`src/rtl/riscv_wb_pkg.sv`:
```
// Shared types and helpers for the writeback stage.
package riscv_wb_pkg;

  localparam int unsigned DATA_W   = 32;
  localparam int unsigned RF_IDX_W = $clog2(DATA_W);

  // One buffered result at the default data width: destination index plus value.
  typedef struct packed {
    logic [RF_IDX_W-1:0] rd;
    logic [DATA_W-1:0]   data;
  } wb_entry_t;

  // The load buffer needs a power-of-two depth of at least two so the
  // extra-bit pointer scheme wraps cleanly.
  function automatic bit ld_depth_ok(input int unsigned depth);
    return (depth >= 2) && ((depth & (depth - 1)) == 0);
  endfunction

endpackage

```
`src/rtl/wb_fifo.sv`:
```
// Small synchronous FIFO used as the load result buffer.
// Pointers carry one extra wrap bit so that count = wr_ptr - rd_ptr.
module wb_fifo #(
  parameter type         T     = logic [7:0],
  parameter int unsigned DEPTH = 4
) (
  input  logic                     clk,
  input  logic                     reset,
  input  logic                     push,
  input  T                         din,
  input  logic                     pop,
  output T                         dout,
  output logic                     full,
  output logic                     empty,
  output logic [$clog2(DEPTH):0]   count
);

  localparam int unsigned PW = $clog2(DEPTH);

  logic [PW:0] wr_ptr;
  logic [PW:0] rd_ptr;
  T            mem [DEPTH];
  logic        push_ok;
  logic        pop_ok;

  assign count   = wr_ptr - rd_ptr;
  assign full    = (count == (PW + 1)'(DEPTH));
  assign empty   = (count == '0);
  assign push_ok = push && !full;
  assign pop_ok  = pop && !empty;
  assign dout    = mem[rd_ptr[PW-1:0]];

  // Pointer update; reset flushes the buffer.
  always_ff @(posedge clk) begin
    if (reset) begin
      wr_ptr <= '0;
      rd_ptr <= '0;
    end else begin
      if (push_ok) wr_ptr <= wr_ptr + 1'b1;
      if (pop_ok)  rd_ptr <= rd_ptr + 1'b1;
    end
  end

  // Storage write; contents need no reset since the pointers gate visibility.
  always_ff @(posedge clk) begin
    if (push_ok) mem[wr_ptr[PW-1:0]] <= din;
  end

endmodule

```
`src/rtl/rf_writeback.sv`:
```
// Writeback stage: merges the non-stallable ALU result with buffered load
// results onto the single register-file write port. ALU has priority.
// Optional operand forwarding is enabled by defining WB_FWD_EN.
module rf_writeback
  import riscv_wb_pkg::*;
#(
  parameter int unsigned DATA_WIDTH = 32,
  parameter int unsigned LD_DEPTH   = 4
) (
  input  logic                          clk,
  input  logic                          reset,
  input  logic                          alu_valid,
  input  logic [$clog2(DATA_WIDTH)-1:0] alu_rd,
  input  logic [DATA_WIDTH-1:0]         alu_data,
  input  logic                          ld_valid,
  output logic                          ld_ready,
  input  logic [$clog2(DATA_WIDTH)-1:0] ld_rd,
  input  logic [DATA_WIDTH-1:0]         ld_data,
  output logic                          rf1_wr_en,
  output logic [$clog2(DATA_WIDTH)-1:0] rf1_wr_index,
  output logic [DATA_WIDTH-1:0]         rf1_wr_data,
  output logic [$clog2(LD_DEPTH):0]     wb_pending,
  output logic                          wb_busy
`ifdef WB_FWD_EN
  ,
  input  logic [$clog2(DATA_WIDTH)-1:0] fwd_idx1,
  input  logic [$clog2(DATA_WIDTH)-1:0] fwd_idx2,
  output logic                          fwd1_hit,
  output logic [DATA_WIDTH-1:0]         fwd1_data,
  output logic                          fwd2_hit,
  output logic [DATA_WIDTH-1:0]         fwd2_data
`endif
);

  localparam int unsigned IDX_W = $clog2(DATA_WIDTH);

  if (!ld_depth_ok(LD_DEPTH)) begin : g_bad_depth
    $error("rf_writeback: LD_DEPTH must be a power of two and at least 2");
  end

  // Same layout as wb_entry_t, but sized from this instance's parameters.
  typedef struct packed {
    logic [IDX_W-1:0]      rd;
    logic [DATA_WIDTH-1:0] data;
  } entry_t;

  entry_t                  ld_in;
  entry_t                  ld_head;
  logic                    fifo_full;
  logic                    fifo_empty;
  logic                    push;
  logic                    pop;
  logic                    sel_valid;
  logic [IDX_W-1:0]        sel_rd;
  logic [DATA_WIDTH-1:0]   sel_data;

  assign ld_in.rd   = ld_rd;
  assign ld_in.data = ld_data;

  // ld_ready depends only on registered occupancy.
  assign ld_ready = !fifo_full;
  assign push     = ld_valid && ld_ready && !reset;
  assign pop      = !alu_valid && !fifo_empty;

  wb_fifo #(
    .T     (entry_t),
    .DEPTH (LD_DEPTH)
  ) u_ld_buf (
    .clk   (clk),
    .reset (reset),
    .push  (push),
    .din   (ld_in),
    .pop   (pop),
    .dout  (ld_head),
    .full  (fifo_full),
    .empty (fifo_empty),
    .count (wb_pending)
  );

  // Source select: ALU first, otherwise the buffer head.
  always_comb begin
    sel_valid = 1'b0;
    sel_rd    = '0;
    sel_data  = '0;
    if (alu_valid) begin
      sel_valid = 1'b1;
      sel_rd    = alu_rd;
      sel_data  = alu_data;
    end else if (!fifo_empty) begin
      sel_valid = 1'b1;
      sel_rd    = ld_head.rd;
      sel_data  = ld_head.data;
    end
  end

  // Output register; x0 writes are dropped and index/data hold when idle.
  always_ff @(posedge clk) begin
    if (reset) begin
      rf1_wr_en    <= 1'b0;
      rf1_wr_index <= '0;
      rf1_wr_data  <= '0;
    end else if (sel_valid && (sel_rd != '0)) begin
      rf1_wr_en    <= 1'b1;
      rf1_wr_index <= sel_rd;
      rf1_wr_data  <= sel_data;
    end else begin
      rf1_wr_en    <= 1'b0;
    end
  end

  assign wb_busy = (wb_pending != '0) || rf1_wr_en;

`ifdef WB_FWD_EN
  // Bypass the write landing at the end of this cycle to decode.
  always_comb begin
    fwd1_hit  = rf1_wr_en && (rf1_wr_index == fwd_idx1) && (fwd_idx1 != '0);
    fwd2_hit  = rf1_wr_en && (rf1_wr_index == fwd_idx2) && (fwd_idx2 != '0);
    fwd1_data = rf1_wr_data;
    fwd2_data = rf1_wr_data;
  end
`endif

endmodule

```
`config.mk`:
```
export PLATFORM = sky130hd
export DESIGN_NAME = rf_writeback
export DESIGN_NICKNAME = d
export VERILOG_FILES = /design/src/rtl/riscv_wb_pkg.sv /design/src/rtl/wb_fifo.sv /design/src/rtl/rf_writeback.sv
export SDC_FILE = /design/constraint.sdc
export NUM_CORES = 1
export LEC_CHECK = 0
export BUFFER_PORTS_ARGS = -buffer_cell sky130_fd_sc_hd__buf_2
export CAP_MARGIN = 0
export CORE_MARGIN = 3
export CORE_UTILIZATION = 60
export CTS_CLUSTER_DIAMETER = 200
export DETAILED_ROUTE_END_ITERATION = 7
export PLACE_DENSITY_LB_ADDON = 0.08
export SYNTH_ARGS = -nofsm -noshare
export SYNTH_HDL_FRONTEND = slang
export SYNTH_SLANG_ARGS = --single-unit
```
`constraint.sdc`:
```
create_clock -name clk -period 4.7 [get_ports clk]
set_input_delay 1.41 -clock clk [delete_from_list [all_inputs] [get_ports clk]]
set_output_delay 1.41 -clock clk [all_outputs]
set_load 0.01 [all_outputs]
```
==> flow_summary.json <==
{
  "place_congestion": 0.794,
  "switching_share": 0.289,
  "drtIter0Drc": 398,
  "finClkSkew_ps": 6.40,
  "regArea_mm2": 0.00537,
  "ir_worst_vdd_v": 0.000349,
  "grt_pass1_vias": 4755,
  "tightest_slew_ps": 1070,
  "coreArea_mm2": 0.0122,
  "initial_utilization": 0.625,
  "syn_nets": 517,
  "pre_cts_slack_ps": 870,
  "vias_per_cell": 6.05,
  "fin_ws_ps": 1040,
  "internal-power_mw": 3.52,
  "core.rowCount": 40,
  "powerDensity_mw_per_mm2": 549,
  "cts.sinks": 194,
  "final.period_utilization": 0.779,
  "ys_types": 32,
  "cp_top_family": "adder cells",
  "worstPathCellList": "inv_1, ha_1, fa_1, xor3_1, or3_1, buf_2",
  "ant_nets": 0,
  "cpMaxStageDelayCell": "fa_1",
  "synth-seq-cells": 194,
  "cts_tree": "yes",
  "cts_buffer_depth": 2,
  "rsz0062_at_grt": "no",
  "power.switching_mw": 1.43,
  "grt_max_degree": 46,
  "period_needed_ps": 3660,
  "die_w_um": 119,
  "clock_power_share": 0.300,
  "cp.arrival_ps": 2250,
  "syn_area_per_cell_um2": 17.7,
  "portBuffers": 120,
  "required_ps": 3290,
  "drt_wl_total_um": 16100,
  "startpoint_type": "flip-flop",
  "slowest_delay_ps": 380,
  "final_net_count": 633,
  "antenna_found_initial": 2,
  "status": "complete, no violations",
  "p_comb_frac": 0.246,
  "post_cts_resized": 0,
  "power_leakage_nw": 3.19,
  "fmax_mhz": 273,
  "cp_max_fo": 5,
  "drive_above_1_share": 0.424,
  "setup_viol": 0,
  "grt_pass1_wl_um": 25800,
  "cap_violations": 0,
  "dp_hpwl_um": 10000,
  "cts_setup_buffers": 0,
  "hold_buffers": 0,
  "multi_input_area_mm2": 0.00210,
  "yosysWarnings": 0,
  "h-tree-depth": 4,
  "crit_buf_inv": 2,
  "drcViolationCount": 0,
  "fin_area_mm2": 0.00900,
  "die_h_um": 119,
  "area_growth_pct": 17.8,
  "syn-cell-area_mm2": 0.00764,
  "die-area_mm2": 0.0141,
  "vias": 4423,
  "path_clk_slew_ps": 70,
  "first_pass_iters": 4,
  "hold_path_class": "reg -> reg",
  "crit_type": "reg -> out",
  "final_core_util": 0.737,
  "cts_root_buffer": "clkbuf_16",
  "maxSlewHeadroom": 0.287,
  "hold_ws_ps": 493,
  "pwr-share-seq": 0.454,
  "hold_violations": 0,
  "grt_overflow": 0,
  "nFillCells": 786,
  "slew_violations": 0,
  "tns_ps": 0,
  "dpl_cell_area_mm2": 0.00837,
  "synthCells": 432,
  "insertion_delay_ps": 420,
  "synth_seq_area_share": 0.703,
  "numCtsBuffers": 17,
  "critPathCaptureType": "output port",
  "ios": 121,
  "wl_per_cell_um": 22.0,
  "grt_use_total": 0.240
}
-- logic make-up after synthesis --
family,after synthesis,synth area share
xor+xnor,5,0.00770
simple gates,44,0.0272
fa+ha+maj,7,0.0125
flops,194,0.703
buf+inv,37,0.0236
mux,37,0.109
compound gates,108,0.117
-- cell usage in the layout, fill, tap and decap left out, types with 4 or more instances in the layout --
cell type,count
dfxtp_1,44
a211oi_2,30
nor2_1,6
nand2_1,20
edfxtp_1,148
buf_2,120
a21oi_1,35
and2_2,4
a41oi_1,4
buf_4,9
mux4_2,37
clkbuf_16,19
nand3_1,8
inv_1,5
a22oi_1,32
ha_1,6
-- layout make-up --
| cell class | count | share of cell area |
|---|---|---|
| antenna | 2 | 0.000556 |
| clock buffer | 22 | 0.0563 |
| clock inverter | 10 | 0.0131 |
| inverter | 5 | 0.00209 |
| multi-input combinational | 201 | 0.234 |
| sequential | 194 | 0.597 |
| tap | 168 | 0.0234 |
| timing repair buffer | 129 | 0.0743 |
-- worst min-delay path: cells and delay by family, from the launching register on --
family | cells | cell delay, ps
DFF | 1 | 330
and+or+nand+nor | 1 | 70
AOI/OAI and AO/OA | 1 | 50
-- final timing paths --
check / start / end / slack, ps / depth (start not counted)
worst max-delay path: u_ld_buf.wr_ptr[0]$_SDFFE_PP0P_ / wb_busy / 1040 / 6
worst min-delay path: rf1_wr_index[1]$_SDFFE_PP0P_ / rf1_wr_index[1]$_SDFFE_PP0P_ / 490 / 2
worst max register to register: u_ld_buf.wr_ptr[0]$_SDFFE_PP0P_ / u_ld_buf.mem[3][2]$_DFFE_PP_ / 1550 / 8
worst min register to register: rf1_wr_index[1]$_SDFFE_PP0P_ / rf1_wr_index[1]$_SDFFE_PP0P_ / 490 / 2
-- sequential cells by signal, summed over array words and instances, names as in the netlist, named ones only --
name / flops
rf1_wr_data: 32
rf1_wr_index: 5
u_ld_buf.mem: 148
u_ld_buf.rd_ptr: 3
rf1_wr_en: 1
u_ld_buf.wr_ptr: 3
-- synth_stat cells --
library cell,count,area share
mux4_2,37,0.11
buf_6,5,0.0074
a211oi_1,2,0.0020
xor3_1,1,0.0031
nand2_1,20,0.0098
edfxtp_1,148,0.58
a211oi_2,30,0.049
a21oi_4,1,0.0021
buf_2,3,0.0020
buf_1,2,0.00098
and2_1,4,0.0033
a221oi_1,1,0.0011
nand3_1,8,0.0052
o21ai_2,1,0.0011
o21ba_2,1,0.0013
a22oi_1,32,0.031
nor2b_1,1,0.00082
a21oi_1,35,0.023
clkbuf_1,22,0.011
xor2_1,2,0.0023
o21bai_2,1,0.0015
fa_1,1,0.0026
ha_1,6,0.0098
nor4_2,1,0.0016
xnor2_1,2,0.0023
dfxtp_1,46,0.12
nor2_1,6,0.0029
or3_1,1,0.00082
or4_1,1,0.00098
inv_1,5,0.0025
a41oi_1,4,0.0046
and3_1,2,0.0016
-- routing by layer --
metal	wire, um	global-route usage	part of all wire
met5	0	0	0
met4	303	0.0956	0.019
met3	939	0.0475	0.058
met2	7890	0.386	0.49
met1	6960	0.328	0.43
-- through the flow --
| stage | total power [mW] | std cells |
|---|---|---|
| finish | 4.94 | 731 |
| CTS | 4.97 | 729 |
| global route | 5.16 | 731 |
| global placement | 3.46 | 697 |
| floorplan | 3.11 | 432 |
| detailed placement | 3.50 | 697 |
-- power groups by stage --
stage / clock [mW] / sequential, mW / combinational (mW)
2_1_floorplan: 0 / 2.26 / 0.849
3_3_place_gp: 0 / 2.27 / 1.19
3_5_place_dp: 0 / 2.28 / 1.22
4_1_cts: 1.50 / 2.25 / 1.23
5_1_grt: 1.57 / 2.27 / 1.32
6_report: 1.48 / 2.25 / 1.21
Power figures use the tool's default switching activity.
